## src/rtl/lcd_spi_pkg.sv

```systemverilog
// Shared command codes and decoder state encoding for the LCD SPI receive path.
package lcd_spi_pkg;

  localparam logic [7:0] CMD_CASET = 8'h2A;
  localparam logic [7:0] CMD_RASET = 8'h2B;
  localparam logic [7:0] CMD_RAMWR = 8'h2C;
  localparam logic [7:0] CMD_RDDID = 8'h04;
  localparam logic [7:0] CMD_RDDST = 8'h09;
  localparam logic [7:0] CMD_RDDPM = 8'h0A;

  typedef enum logic [1:0] {
    ST_IDLE  = 2'd0,
    ST_CASET = 2'd1,
    ST_RASET = 2'd2,
    ST_RAMWR = 2'd3
  } rx_state_t;

  function automatic logic is_read_cmd(input logic [7:0] cmd);
    return (cmd == CMD_RDDID) || (cmd == CMD_RDDST) || (cmd == CMD_RDDPM);
  endfunction

  function automatic rx_state_t cmd_state(input logic [7:0] cmd);
    case (cmd)
      CMD_CASET: return ST_CASET;
      CMD_RASET: return ST_RASET;
      CMD_RAMWR: return ST_RAMWR;
      default:   return ST_IDLE;
    endcase
  endfunction

endpackage

```

## src/rtl/lcd_spi_deser.sv

```systemverilog
// Oversampling SPI mode-0 deserialiser: synchronisers, sclk edge detect, 9-bit {dc, byte} words.
module lcd_spi_deser #(
  parameter int SYNC_STAGES = 2
) (
  input  logic       clk,
  input  logic       rst,
  input  logic       spi_cs,
  input  logic       spi_dc,
  input  logic       spi_sclk,
  input  logic       spi_mosi,
  output logic       word_vld,
  output logic [8:0] word,
  output logic [8:0] rx_data,
  output logic       rx_valid,
  output logic       frame_err
);

  logic [SYNC_STAGES-1:0] cs_sync, dc_sync, sclk_sync, mosi_sync;
  logic       sclk_d, cs_d;
  logic       vld_p0, cs_p0, cs_rise_p0, dc_p0, mosi_p0;
  logic [2:0] bit_cnt;
  logic [6:0] shreg;

  // Stage p0: synchronise, detect sclk rise and cs rise
  always_ff @(posedge clk or posedge rst) begin
    if (rst) begin
      cs_sync    <= '1;
      dc_sync    <= '0;
      sclk_sync  <= '0;
      mosi_sync  <= '0;
      sclk_d     <= 1'b0;
      cs_d       <= 1'b1;
      vld_p0     <= 1'b0;
      cs_p0      <= 1'b1;
      cs_rise_p0 <= 1'b0;
      dc_p0      <= 1'b0;
      mosi_p0    <= 1'b0;
    end else begin
      cs_sync    <= {cs_sync[SYNC_STAGES-2:0], spi_cs};
      dc_sync    <= {dc_sync[SYNC_STAGES-2:0], spi_dc};
      sclk_sync  <= {sclk_sync[SYNC_STAGES-2:0], spi_sclk};
      mosi_sync  <= {mosi_sync[SYNC_STAGES-2:0], spi_mosi};
      sclk_d     <= sclk_sync[SYNC_STAGES-1];
      cs_d       <= cs_sync[SYNC_STAGES-1];
      vld_p0     <= sclk_sync[SYNC_STAGES-1] & ~sclk_d & ~cs_sync[SYNC_STAGES-1];
      cs_p0      <= cs_sync[SYNC_STAGES-1];
      cs_rise_p0 <= cs_sync[SYNC_STAGES-1] & ~cs_d;
      dc_p0      <= dc_sync[SYNC_STAGES-1];
      mosi_p0    <= mosi_sync[SYNC_STAGES-1];
    end
  end

  // The decoder consumes the completed word in the same edge that registers rx_data
  assign word_vld = vld_p0 && (bit_cnt == 3'd7);
  assign word     = {dc_p0, shreg, mosi_p0};

  // Stage p1: bit counter, shift register, word/strobe outputs
  always_ff @(posedge clk or posedge rst) begin
    if (rst) begin
      bit_cnt   <= 3'd0;
      shreg     <= 7'd0;
      rx_data   <= 9'd0;
      rx_valid  <= 1'b0;
      frame_err <= 1'b0;
    end else begin
      rx_valid  <= word_vld;
      frame_err <= cs_rise_p0 && (bit_cnt != 3'd0);
      if (cs_p0) begin
        bit_cnt <= 3'd0;
      end else if (vld_p0) begin
        bit_cnt <= bit_cnt + 3'd1;
        shreg   <= {shreg[5:0], mosi_p0};
      end
      if (word_vld) rx_data <= word;
    end
  end

endmodule

```

## src/rtl/lcd_spi_rx.sv

```systemverilog
// LCD SPI panel-side receiver: CASET/RASET/RAMWR decoder, write window and RGB565 pixel stream.
// Define LCD_SPI_RX_READ_EN to add rd_req/rd_cmd strobes for read commands 04/09/0A.
module lcd_spi_rx
  import lcd_spi_pkg::*;
#(
  parameter int SYNC_STAGES = 2,
  parameter int H_RES       = 240,
  parameter int V_RES       = 320
) (
  input  logic        clk,
  input  logic        rst,
  input  logic        spi_cs,
  input  logic        spi_dc,
  input  logic        spi_sclk,
  input  logic        spi_mosi,
  output logic [8:0]  rx_data,
  output logic        rx_valid,
  output logic        frame_err,
  output logic [8:0]  x_start,
  output logic [8:0]  x_end,
  output logic [8:0]  y_start,
  output logic [8:0]  y_end,
  output logic [15:0] pix_data,
  output logic [8:0]  pix_x,
  output logic [8:0]  pix_y,
  output logic        pix_valid,
`ifdef LCD_SPI_RX_READ_EN
  output logic        rd_req,
  output logic [7:0]  rd_cmd,
`endif
  output logic        frame_done
);

  localparam logic [8:0] X_END_RST = 9'(H_RES - 1);
  localparam logic [8:0] Y_END_RST = 9'(V_RES - 1);

  logic       word_vld;
  logic [8:0] word;
  rx_state_t  state, state_nxt;
  logic [1:0] param_cnt;
  logic       start_hi, end_hi, half;
  logic [7:0] start_lo, hi_byte;
  logic [8:0] cur_x, cur_y;

  lcd_spi_deser #(.SYNC_STAGES(SYNC_STAGES)) u_deser (
    .clk      (clk),
    .rst      (rst),
    .spi_cs   (spi_cs),
    .spi_dc   (spi_dc),
    .spi_sclk (spi_sclk),
    .spi_mosi (spi_mosi),
    .word_vld (word_vld),
    .word     (word),
    .rx_data  (rx_data),
    .rx_valid (rx_valid),
    .frame_err(frame_err)
  );

  always_ff @(posedge clk or posedge rst) begin
    if (rst) state <= ST_IDLE;
    else     state <= state_nxt;
  end

  // Any command byte re-decodes from scratch, whatever state is active
  always_comb begin
    state_nxt = state;
    if (word_vld) begin
      if (!word[8]) begin
        state_nxt = cmd_state(word[7:0]);
      end else if ((state == ST_CASET || state == ST_RASET) && param_cnt == 2'd3) begin
        state_nxt = ST_IDLE;
      end
    end
  end

  always_ff @(posedge clk or posedge rst) begin
    if (rst) begin
      param_cnt  <= 2'd0;
      start_hi   <= 1'b0;
      start_lo   <= 8'd0;
      end_hi     <= 1'b0;
      half       <= 1'b0;
      hi_byte    <= 8'd0;
      cur_x      <= 9'd0;
      cur_y      <= 9'd0;
      x_start    <= 9'd0;
      x_end      <= X_END_RST;
      y_start    <= 9'd0;
      y_end      <= Y_END_RST;
      pix_data   <= 16'd0;
      pix_x      <= 9'd0;
      pix_y      <= 9'd0;
      pix_valid  <= 1'b0;
      frame_done <= 1'b0;
`ifdef LCD_SPI_RX_READ_EN
      rd_req     <= 1'b0;
      rd_cmd     <= 8'd0;
`endif
    end else begin
      pix_valid  <= 1'b0;
      frame_done <= 1'b0;
`ifdef LCD_SPI_RX_READ_EN
      rd_req     <= 1'b0;
`endif
      if (word_vld) begin
        if (!word[8]) begin
          param_cnt <= 2'd0;
          half      <= 1'b0;
          if (word[7:0] == CMD_RAMWR) begin
            cur_x <= x_start;
            cur_y <= y_start;
            pix_x <= x_start;
            pix_y <= y_start;
          end
`ifdef LCD_SPI_RX_READ_EN
          if (is_read_cmd(word[7:0])) begin
            rd_req <= 1'b1;
            rd_cmd <= word[7:0];
          end
`endif
        end else begin
          case (state)
            ST_CASET, ST_RASET: begin
              param_cnt <= param_cnt + 2'd1;
              case (param_cnt)
                2'd0: start_hi <= word[0];
                2'd1: start_lo <= word[7:0];
                2'd2: end_hi   <= word[0];
                default: begin
                  if (state == ST_CASET) begin
                    x_start <= {start_hi, start_lo};
                    x_end   <= {end_hi, word[7:0]};
                  end else begin
                    y_start <= {start_hi, start_lo};
                    y_end   <= {end_hi, word[7:0]};
                  end
                end
              endcase
            end
            ST_RAMWR: begin
              if (!half) begin
                hi_byte <= word[7:0];
                half    <= 1'b1;
              end else begin
                half      <= 1'b0;
                pix_valid <= 1'b1;
                pix_data  <= {hi_byte, word[7:0]};
                pix_x     <= cur_x;
                pix_y     <= cur_y;
                // Equality test only, so a start>end window wraps through 511 before clamping
                if (cur_x == x_end) begin
                  cur_x <= x_start;
                  if (cur_y == y_end) begin
                    cur_y      <= y_start;
                    frame_done <= 1'b1;
                  end else begin
                    cur_y <= cur_y + 9'd1;
                  end
                end else begin
                  cur_x <= cur_x + 9'd1;
                end
              end
            end
            default: ;
          endcase
        end
      end
    end
  end

endmodule
```

## config.mk

```make
export PLATFORM = sky130hd
export DESIGN_NAME = lcd_spi_rx
export DESIGN_NICKNAME = d
export VERILOG_FILES = /design/src/rtl/lcd_spi_pkg.sv /design/src/rtl/lcd_spi_deser.sv /design/src/rtl/lcd_spi_rx.sv
export SDC_FILE = /design/constraint.sdc
export NUM_CORES = 1
export LEC_CHECK = 0
export ABC_AREA = 1
export BUFFER_PORTS_ARGS = -buffer_cell sky130_fd_sc_hd__buf_2
export CAP_MARGIN = 5
export CORE_MARGIN = 4
export CORE_UTILIZATION = 55
export CTS_CLUSTER_SIZE = 30
export DETAILED_ROUTE_END_ITERATION = 10
export PLACE_DENSITY_LB_ADDON = 0.25
export SYNTH_ARGS = -nofsm -noshare
export SYNTH_HDL_FRONTEND = slang
export SYNTH_SLANG_ARGS = --single-unit
export TNS_END_PERCENT = 50
```

## constraint.sdc

```tcl
create_clock -name clk -period 4.8 [get_ports clk]
set_clock_uncertainty 0.2 [all_clocks]
set_input_delay 0.24 -clock clk [delete_from_list [all_inputs] [get_ports clk]]
set_output_delay 0.24 -clock clk [all_outputs]
set_load 0.01 [all_outputs]
```

After elaboration in Yosys (flattened, before gate mapping)
Index checks and enable logic that the tools add are counted.
- add/sub/neg operators: 4
- equal/unequal tests: 17
- muxes and demuxes: 37
- bitwise gates (word level): 9
- reduce and logical (&&, ||, !) cells: 23
- operators with widths (cell ; count):
    two-way mux 9 bit ; 17
    == test 8 x 6 -> 1 bit, second input constant ; 3
    AND reduction 4 bit ; 6
    adder 9 x 1 -> 9 bit, second input constant ; 2
    == test 9 bit ; 2
    AND reduction 5 bit ; 3
    two-way mux 1 bit ; 13
    inequality test 2 bit, second input constant ; 5
    == test 2 bit, second input constant ; 4
    two-way mux 2 bit ; 4
    AND reduction 2 bit ; 4
    two-way mux 3 bit ; 2
    NOT 1 bit ; 6
    one-hot mux 2 bit (3 select lines) ; 1
    == test 2 x 1 -> 1 bit, second input constant ; 2
    nonzero test 2 bit ; 2
    adder 3 x 1 -> 3 bit, second input constant ; 1
    bitwise AND 1 bit ; 3
    == test 3 bit, second input constant ; 1
    logical AND 1 bit ; 3
    nonzero test 3 bit ; 1
    OR reduction 3 bit ; 1
    adder 2 x 1 -> 2 bit, second input constant ; 1
    zero test 2 bit ; 1
    2 further kinds ; 2
- bits in registers: 148
- input port bits: 6
- output and inout port bits: 83
- word-level logic and storage cells: 123

Logic depth before layout (Yosys ltp)
Gate-level depths: netlist of run 1.
- word-level depth: 7
- gate-level depth with buffers: 12
- depth with buffers taken out: 11

Modules after synthesis
From an unflattened synthesis of run 1, not the netlist that was laid out.
- cells, all modules: 746
- area total of the unflattened synthesis: 6826.5 um2
- modules (own cells, without submodules) (module ; times used ; cells each ; area an instance (um2) ; seq. area each (um2)):
    lcd_spi_rx ; 1 ; 631 ; 5547.8 ; 2845.2
    lcd_spi_deser ; 1 ; 115 ; 1278.7 ; 879.6

Least setup slack after synthesis of run 1
OpenSTA, ideal clock, no wires.
- path kind: flip-flop to flip-flop
- start: reg u_deser.bit_cnt[0]
- end: reg pix_x[2]
- setup time: 0.130 ns
- data arrival time: 1.621 ns
- required time: 4.470 ns
- slack: 2.849 ns
- stages on the path, launching flop included: 12
- clock period less this slack: 1.951 ns
- path through: dfrtp_1 -> ha_1 -> ha_1 -> nand2_2 -> inv_2 -> o21ai_2 -> nor2_4 -> nand2_2 -> inv_1 -> buf_2 -> buf_2 -> a31oi_1
- cells in the longest elaborated chain, start to end: 3
- RTL lines (item ; line ; source):
    start, declared ; lcd_spi_deser.sv:21 ; logic [2:0] bit_cnt;
    start signal, assigned ; lcd_spi_deser.sv:71 ; bit_cnt <= bit_cnt + 3'd1;
    == test 3 bit ; lcd_spi_deser.sv:54 ; assign word_vld = vld_p0 && (bit_cnt == 3'd7);
    logical AND 1 bit ; lcd_spi_deser.sv:54 ;
    named net u_deser.word_vld ; lcd_spi_deser.sv:11 ; output logic word_vld,
    AND reduction 4 bit (no source line) ; - ;
    end signal, assigned ; lcd_spi_rx.sv:112 ; pix_x <= x_start;
    end signal, assigned ; lcd_spi_rx.sv:148 ; pix_x <= cur_x;
    end, declared ; lcd_spi_rx.sv:24 ; output logic [8:0] pix_x,
The timed path passes the listed nets, and every way through them passes these cells.
A chain may end at the register's enable or synchronous reset.

Final worst setup path of run 1
- start: reg u_deser.bit_cnt[0]
- end: reg cur_y[8]
- cells in the longest elaborated chain, start to end: 3
- RTL lines (item ; line ; source):
    == test 3 bit ; lcd_spi_deser.sv:54 ;
    logical AND 1 bit ; lcd_spi_deser.sv:54 ;
    named net u_deser.word_vld ; lcd_spi_deser.sv:11 ;
    AND reduction 5 bit (no source line) ; - ;
    end signal, assigned ; lcd_spi_rx.sv:111 ; cur_y <= y_start;
    end signal, assigned ; lcd_spi_rx.sv:154 ; cur_y <= y_start;
    end signal, assigned ; lcd_spi_rx.sv:157 ; cur_y <= cur_y + 9'd1;
    end, declared ; lcd_spi_rx.sv:43 ; logic [8:0] cur_x, cur_y;
The timed path passes the listed nets, and every way through them passes these cells.

==> summary.txt, run 1 <==
Starting DRT DRC Count - 453
met3 routed wirelength - 880 um
number of antenna violations at the first check in global routing - 0
layout cell share with drive strength beyond 1 - 0.199
internal power summed over all cells - 2.21 mW
clock-pin transition on the worst setup and hold timing paths - 60 ps
normalized max-slew margin - 0.268
synthesized instance count - 722
final layout net count - 820
summed instance area of the synthesized netlist - 0.00650 mm^2
die outline height - 117 um
max-slew violation total from the final report - 0
fillers - 932
Final Worst Setup Slack - 1690 ps
IR drop worst, VDD - 0.240 mV
minimum setup slack among reg-to-reg paths - 1690 ps
utilization after layout - 0.666
core footprint - 0.0115 mm^2
CP Data Arrival Time - 3220 ps
CTS H-Tree Depth - 4
post-synth net total - 740
die area - 0.0136 mm^2
Post-Route WL - 15500 um
number of CTS-inserted buffers - 17
number of core rows - 39
buffer type at the clock tree root - clkbuf_16
final routed DRC violation total - 0
Worst Hold Depth - 0
Yosys reg bits - 148
launch point of the critical path - u_deser.bit_cnt[0]
post-detailed-route wirelength per cell - 16.2 um
share of total power in combinational logic - 0.032
IO Count - 89
post-synthesis cell type with the largest combined area - dfrtp_1
Max Used Layer - met4
first-pass GRT wire length - 25200 um
DRT antenna net count - 0
maxcap violations - 0
Tmin final - 3110 ps
RSZ-0062 raised after global routing - false
maximum number of pins on one net before global-route repair - 113
number of warnings issued by yosys - 0
TritonCTS clock tree - done
cell-by-cell trace of the critical path - ha_1 > ha_1 > nand2_2 > inv_2 > o21ai_2 > nor2_4 > nand2_2 > inv_1 > nand2_2 > nand2_1 > nand2_1
number of instances resized during post-cts repair - 0
Avg Synthesized Cell Area - 9.01 um^2
initial core utilization - 0.565
total via count after detailed routing - 5221
Tot Pwr - 2.81 mW
clock tree buffer depth - 2
Max Fclk - 322 MHz
path category of the worst min-delay check - flip-flop to flip-flop
Cell Pwr Density - 367 mW/mm^2
Non-Filler Cell Area, Final - 0.00767 mm^2
Critical Path Max Stage Delay - 690 ps
status - complete, no violations
final count of hold timing violations - 0
final worst-path cycle share - 0.648
category of the worst setup path capture point - flip-flop
sequential cell fraction of total power - 0.454
drt first pass iters - 5
Total Routing Usage GR - 0.241
# setup viols final - 0
Setup TNS - 0 ps
Crit Path Class - flip-flop to flip-flop
via count of the first global-routing pass - 5056
Skew-Pair Late Insertion Delay - 420 ps
cell types with the largest area share after synthesis - dfrtp_1 50%, nand2_1 13%, dfstp_2 6.9%
reg-to-reg startpoint - u_deser.bit_cnt[0]
count of clock tree sinks - 148
library cell appearing most often on the critical path - nand2_2
sum of routed wire segments on met1 - 6760 um
die span in x - 117 um
FF-to-FF End - cur_y[8]
weighted congestion at the end of routability-driven global placement - 0.882
cell leakage power - 3.88 nW
Worst-Margin Slew - 1100 ps
half-perimeter wire length after detailed placement - 10400 um
crit path launch type - flip-flop
Port Buffers - 88
CP Max Fanout - 29
r2r worst-path depth - 11
highest-delay cell along the critical path - inv_1
fraction of power spent switching nets - 0.214
setup slack at placement - 1720 ps
Area after DPL - 0.00698 mm^2
number of antenna repair diodes - 0
Seq/Total Area, Yosys - 0.573
total gr overflow - 0
post-synth top area share - 0.504
amount of wire on met2 after detailed routing - 7550 um
synth-to-layout area growth - 18.0%
Clk network pwr share - 0.513
last element of the critical path - cur_y[8]
Critical Path RT - 4910 ps
switching power - 0.602 mW
synth unique cells - 32
vias per inst - 5.45
[through the flow]
step / cells / hold slack [ps]
6_report: 958 / 147
5_1_grt: 958 / 157
4_1_cts: 958 / 150
3_5_place_dp: 921 / 136
3_3_place_gp: 921 / 137
2_1_floorplan: 722 / 44.5
[worst min-delay path by stage]
stage                               from              endpoint  slack, ps
floorplan                         spi_cs    u_deser.cs_sync[0]         40
global placement      u_deser.dc_sync[0]    u_deser.dc_sync[1]        140
detailed placement  u_deser.sclk_sync[0]  u_deser.sclk_sync[1]        140
CTS                 u_deser.mosi_sync[0]  u_deser.mosi_sync[1]        150
global route        u_deser.mosi_sync[0]  u_deser.mosi_sync[1]        160
finish              u_deser.mosi_sync[0]  u_deser.mosi_sync[1]        150
[placed cells by master, fill, tap and decap left out, drive strengths merged, types with 5 or more instances in the layout]
master,instances
nand3,40
dlygate4sd3,5
xor2,8
ha,12
nand2,223
clkbuf,18
nor2,49
o21ai,64
dfstp,17
inv,60
dfrtp,131
a21oi,19
a31oi,20
mux2,5
nor3,9
bufinv,5
xnor2,14
buf,92
nand4,10
clkinv,6
[kinds of logic after synthesis]
| family | after synthesis | share of synthesized area |
|---|---|---|
| compound gates | 106 | 0.0889 |
| fa+ha+maj | 12 | 0.0231 |
| flops | 148 | 0.573 |
| simple gates | 334 | 0.215 |
| mux | 5 | 0.00866 |
| xor+xnor | 22 | 0.0296 |
| buf+inv | 95 | 0.0623 |
[state kept, by name (all words and copies together) (netlist names), 9 cells and up]
signal / cells
pix_y: 9
pix_data: 16
u_deser.rx_data: 9
cur_y: 9
cur_x: 9
y_start: 9
x_end: 9
x_start: 9
y_end: 9
pix_x: 9
[synth_stat cells, drive strengths merged]
library cell,number
xnor2,14
nand3,40
dfrtp,131
nand2,223
nor2,49
nand3b,2
o21ai,64
inv,59
o211ai,2
dfstp,17
buf,18
xor2,8
or3b,1
nor3,9
a21boi,1
ha,12
nand4,10
mux2,5
clkbuf,18
a21oi,19
a31oi,20
[per-layer routing]
metal / GRT usage / vias up
met2: 0.384 / 183
met1: 0.326 / 2527
li1: - / 2481
met4: 0.0933 / 0
met3: 0.0513 / 30
met5: 0 / -
[repair_timing]
item / CTS / global route
hold endpoints to repair: 98 / 0
hold buffers: 5 / 0
setup buffers: 0 / 0
[worst max-delay path, delay by kind of cell, from the launching register on]
| family | cells | cell delay [ps] |
|---|---|---|
| compound gates | 1 | 80 |
| simple gates | 6 | 1130 |
| fa+ha+maj | 2 | 310 |
| buf+inv | 2 | 870 |
| flops | 1 | 390 |
[final cells by class]
class | instances | area [um^2] | area share
clock buffer | 18 | 439 | 0.0572
clock inverter | 14 | 208 | 0.0271
inverter | 59 | 229 | 0.0298
multi-input combinational | 479 | 2370 | 0.309
sequential | 148 | 3720 | 0.485
tap | 143 | 179 | 0.0233
timing repair buffer | 97 | 520 | 0.0678
[power groups by stage]
| stage | combinational (mW) | clock, mW | sequential, mW |
|---|---|---|---|
| 2_1_floorplan | 0.0544 | 0 | 1.30 |
| 3_3_place_gp | 0.0878 | 0 | 1.30 |
| 3_5_place_dp | 0.0899 | 0 | 1.30 |
| 4_1_cts | 0.0941 | 1.46 | 1.28 |
| 5_1_grt | 0.102 | 1.52 | 1.28 |
| 6_report | 0.0914 | 1.44 | 1.28 |
Power figures use the tool's default switching activity.
==> run 2: changes to the inputs <==
--- a/config.mk
+++ b/config.mk
@@ -5,11 +5,11 @@
 export SDC_FILE = /design/constraint.sdc
 export NUM_CORES = 1
 export LEC_CHECK = 0
-export ABC_AREA = 1
+export ABC_AREA = 0
 export BUFFER_PORTS_ARGS = -buffer_cell sky130_fd_sc_hd__buf_2
 export CAP_MARGIN = 5
 export CORE_MARGIN = 4
-export CORE_UTILIZATION = 55
+export CORE_UTILIZATION = 52
 export CTS_CLUSTER_SIZE = 30
 export DETAILED_ROUTE_END_ITERATION = 10
 export PLACE_DENSITY_LB_ADDON = 0.25
==> constraint.sdc (replaced) <==
create_clock -name clk -period 2.8 [get_ports clk]
set_clock_uncertainty 0.2 [all_clocks]
set_input_delay 0.14 -clock clk [delete_from_list [all_inputs] [get_ports clk]]
set_output_delay 0.14 -clock clk [all_outputs]
set_load 0.01 [all_outputs]
==> summary.txt, run 2 <==
Port Buffers - 88
Max Fclk - 382 MHz
Critical Path RT - 2900 ps
synth unique cells - 58
top cells by instance count after synthesis - 131 x dfrtp_1, 120 x nand2_1, 60 x mux2_2
count of clock tree sinks - 148
core footprint - 0.0126 mm^2
buffer type at the clock tree root - clkbuf_16
Tmin final - 2620 ps
area share of fa/ha/maj cells after synthesis - 0.0224
half-perimeter wire length after detailed placement - 10700 um
Avg Synthesized Cell Area - 11.2 um^2
IR drop worst, VDD - 0.403 mV
post-synthesis cell type with the largest combined area - dfrtp_1
RSZ-0062 raised after global routing - false
EDFF count, synth - 0
Area after DPL - 0.00737 mm^2
Top reg by flops - pix_data
maxcap violations - 0
DRT antenna net count - 0
fillers - 1030
total gr overflow - 0
path category of the worst min-delay check - primary input to async pin
final routed DRC violation total - 0
die area - 0.0148 mm^2
post-detailed-route wirelength per cell - 17.6 um
clock-pin transition on the worst setup and hold timing paths - 60 ps
via count of the first global-routing pass - 5036
ys async rst share - 1.00
maximum number of pins on one net before global-route repair - 63
CTS H-Tree Depth - 4
Yosys reg bits - 148
Critical Path Max Stage Delay - 400 ps
clock tree buffer depth - 2
summed instance area of the synthesized netlist - 0.00671 mm^2
TritonCTS clock tree - done
total via count after detailed routing - 4883
Skew-Pair Late Insertion Delay - 420 ps
leading cell types in the layout, fill and taps excluded - 131 x dfrtp_1, 120 x nand2_1, 88 x buf_2
Starting DRT DRC Count - 306
# setup viols final - 0
flip-flop count of the largest register after layout - 16
Crit Path Class - flip-flop to flip-flop
CP Data Arrival Time - 2720 ps
synth-to-layout area growth - 18.9%
post-synth top area share - 0.489
highest-delay cell along the critical path - dfrtp_1
synthesized instance count - 597
final worst-path cycle share - 0.936
Synth Flop Type - dfrtp_1
number of CTS-inserted buffers - 17
cell types with the largest area share after synthesis - dfrtp_1 49%, mux2_2 10%, nand2_1 6.7%
initial core utilization - 0.532
die outline height - 122 um
post-synthesis compound-gate area fraction - 0.0879
library cell with the highest instance count after synthesis - dfrtp_1
final layout net count - 714
die span in x - 122 um
CP Max Fanout - 16
Post-Route WL - 15500 um
Non-Filler Cell Area, Final - 0.00798 mm^2
Cell Pwr Density - 575 mW/mm^2
category of the worst setup path capture point - flip-flop
post-synthesis mux area share - 0.131
status - complete, no violations
post-synth net total - 615
number of antenna violations at the first check in global routing - 0
drt first pass iters - 5
number of core rows - 41
final count of hold timing violations - 0
crit path launch type - flip-flop
Setup TNS - 0 ps
Total Routing Usage GR - 0.228
cell-by-cell trace of the critical path - ha_1 > ha_1 > nand2_4 > clkinv_2 > and4_1 > or2_2 > a221o_1
vias per inst - 5.54
library cell appearing most often on the critical path - ha_1
IO Count - 89
normalized max-slew margin - 0.648
dominant combinational cell family by area after synthesis - simple AND/OR/NAND/NOR gates
layout cell share with drive strength beyond 1 - 0.327
most common cell after layout, fill and taps aside - dfrtp_1
fraction of the mapped netlist area in simple logic gates - 0.143
weighted congestion at the end of routability-driven global placement - 0.886
Seq/Total Area, Yosys - 0.555
xor-xnor portion of the synthesized cell area - 0.0261
first-pass GRT wire length - 26000 um
Worst-Margin Slew - 527 ps
max-slew violation total from the final report - 0
cell leakage power - 4.15 nW
number of warnings issued by yosys - 0
number of antenna repair diodes - 0
==> run 2: cells by family after synthesis <==
kind of cell,Yosys count
adders and majority gates,12
buffers and inverters,50
xor gates and xnor gates,20
DFF,148
muxes,80
and+or+nand+nor,200
AOI/OAI and AO/OA,87
==> run 2: critical path: cells and delay by family, from the launching register on <==
kind                     cells  cell delay (ps)
flip-flops                   1              400
buffers and inverters        1              220
AND/OR/NAND/NOR              3              890
adder cells (fa/ha/maj)      2              420
AO/OA/AOI/OAI                1              370
==> run 2: metrics by stage <==
stage	std cells	worst slack, ps	util	hold WS [ps]	power, mW
global route	881	2.22	0.632	147	4.76
global placement	844	280	0.584	-2.87	2.49
finish	881	179	0.632	109	4.59
detailed placement	844	177	0.584	0.341	2.49
CTS	881	172	0.632	92.9	4.63
floorplan	597	550	-	-55.5	2.37
==> run 2: final cells by class <==
cell class / count / area [um^2] / share of cell area
sequential: 148 / 3720 / 0.467
multi-input combinational: 399 / 2750 / 0.345
timing repair buffer: 113 / 657 / 0.0823
clock buffer: 24 / 482 / 0.0604
tap: 172 / 215 / 0.0270
clock inverter: 8 / 76.3 / 0.00957
inverter: 17 / 68.8 / 0.00863
==> run 2: timing repair <==
item / in CTS / in global routing
setup buffers: 0 / 0
endpoints found under the setup margin: 0 / 4
hold endpoints to repair: 82 / 0
hold buffers: 5 / 0
gates resized for setup: 0 / 1
==> run 2: layer usage <==
layer	routed length, um	track usage	vias to the layer above
met4	272	0.0784	0
li1	-	-	2277
met5	0	0	-
met1	6650	0.297	2435
met2	7800	0.377	149
met3	803	0.0552	22
==> run 2: power by group <==
group	internal [mW]	switching (mW)	total, mW
Combinational	0.0877	0.167	0.255
Clock	1.29	0.847	2.14
Sequential	2.18	0.0214	2.20
==> run 2: worst paths after layout <==
path	startpoint	to	slack, ps	cells past startpoint
worst min-delay path	rst	cur_x[3]	110	3
min in group clk	u_deser.mosi_sync[0]	u_deser.mosi_sync[1]	150	0
worst max-delay path	u_deser.bit_cnt[0]	cur_x[2]	180	7
worst max register to register	u_deser.bit_cnt[0]	cur_x[2]	180	7
worst min register to register	u_deser.mosi_sync[0]	u_deser.mosi_sync[1]	150	0
max in group asynchronous	rst	pix_y[4]	1470	4
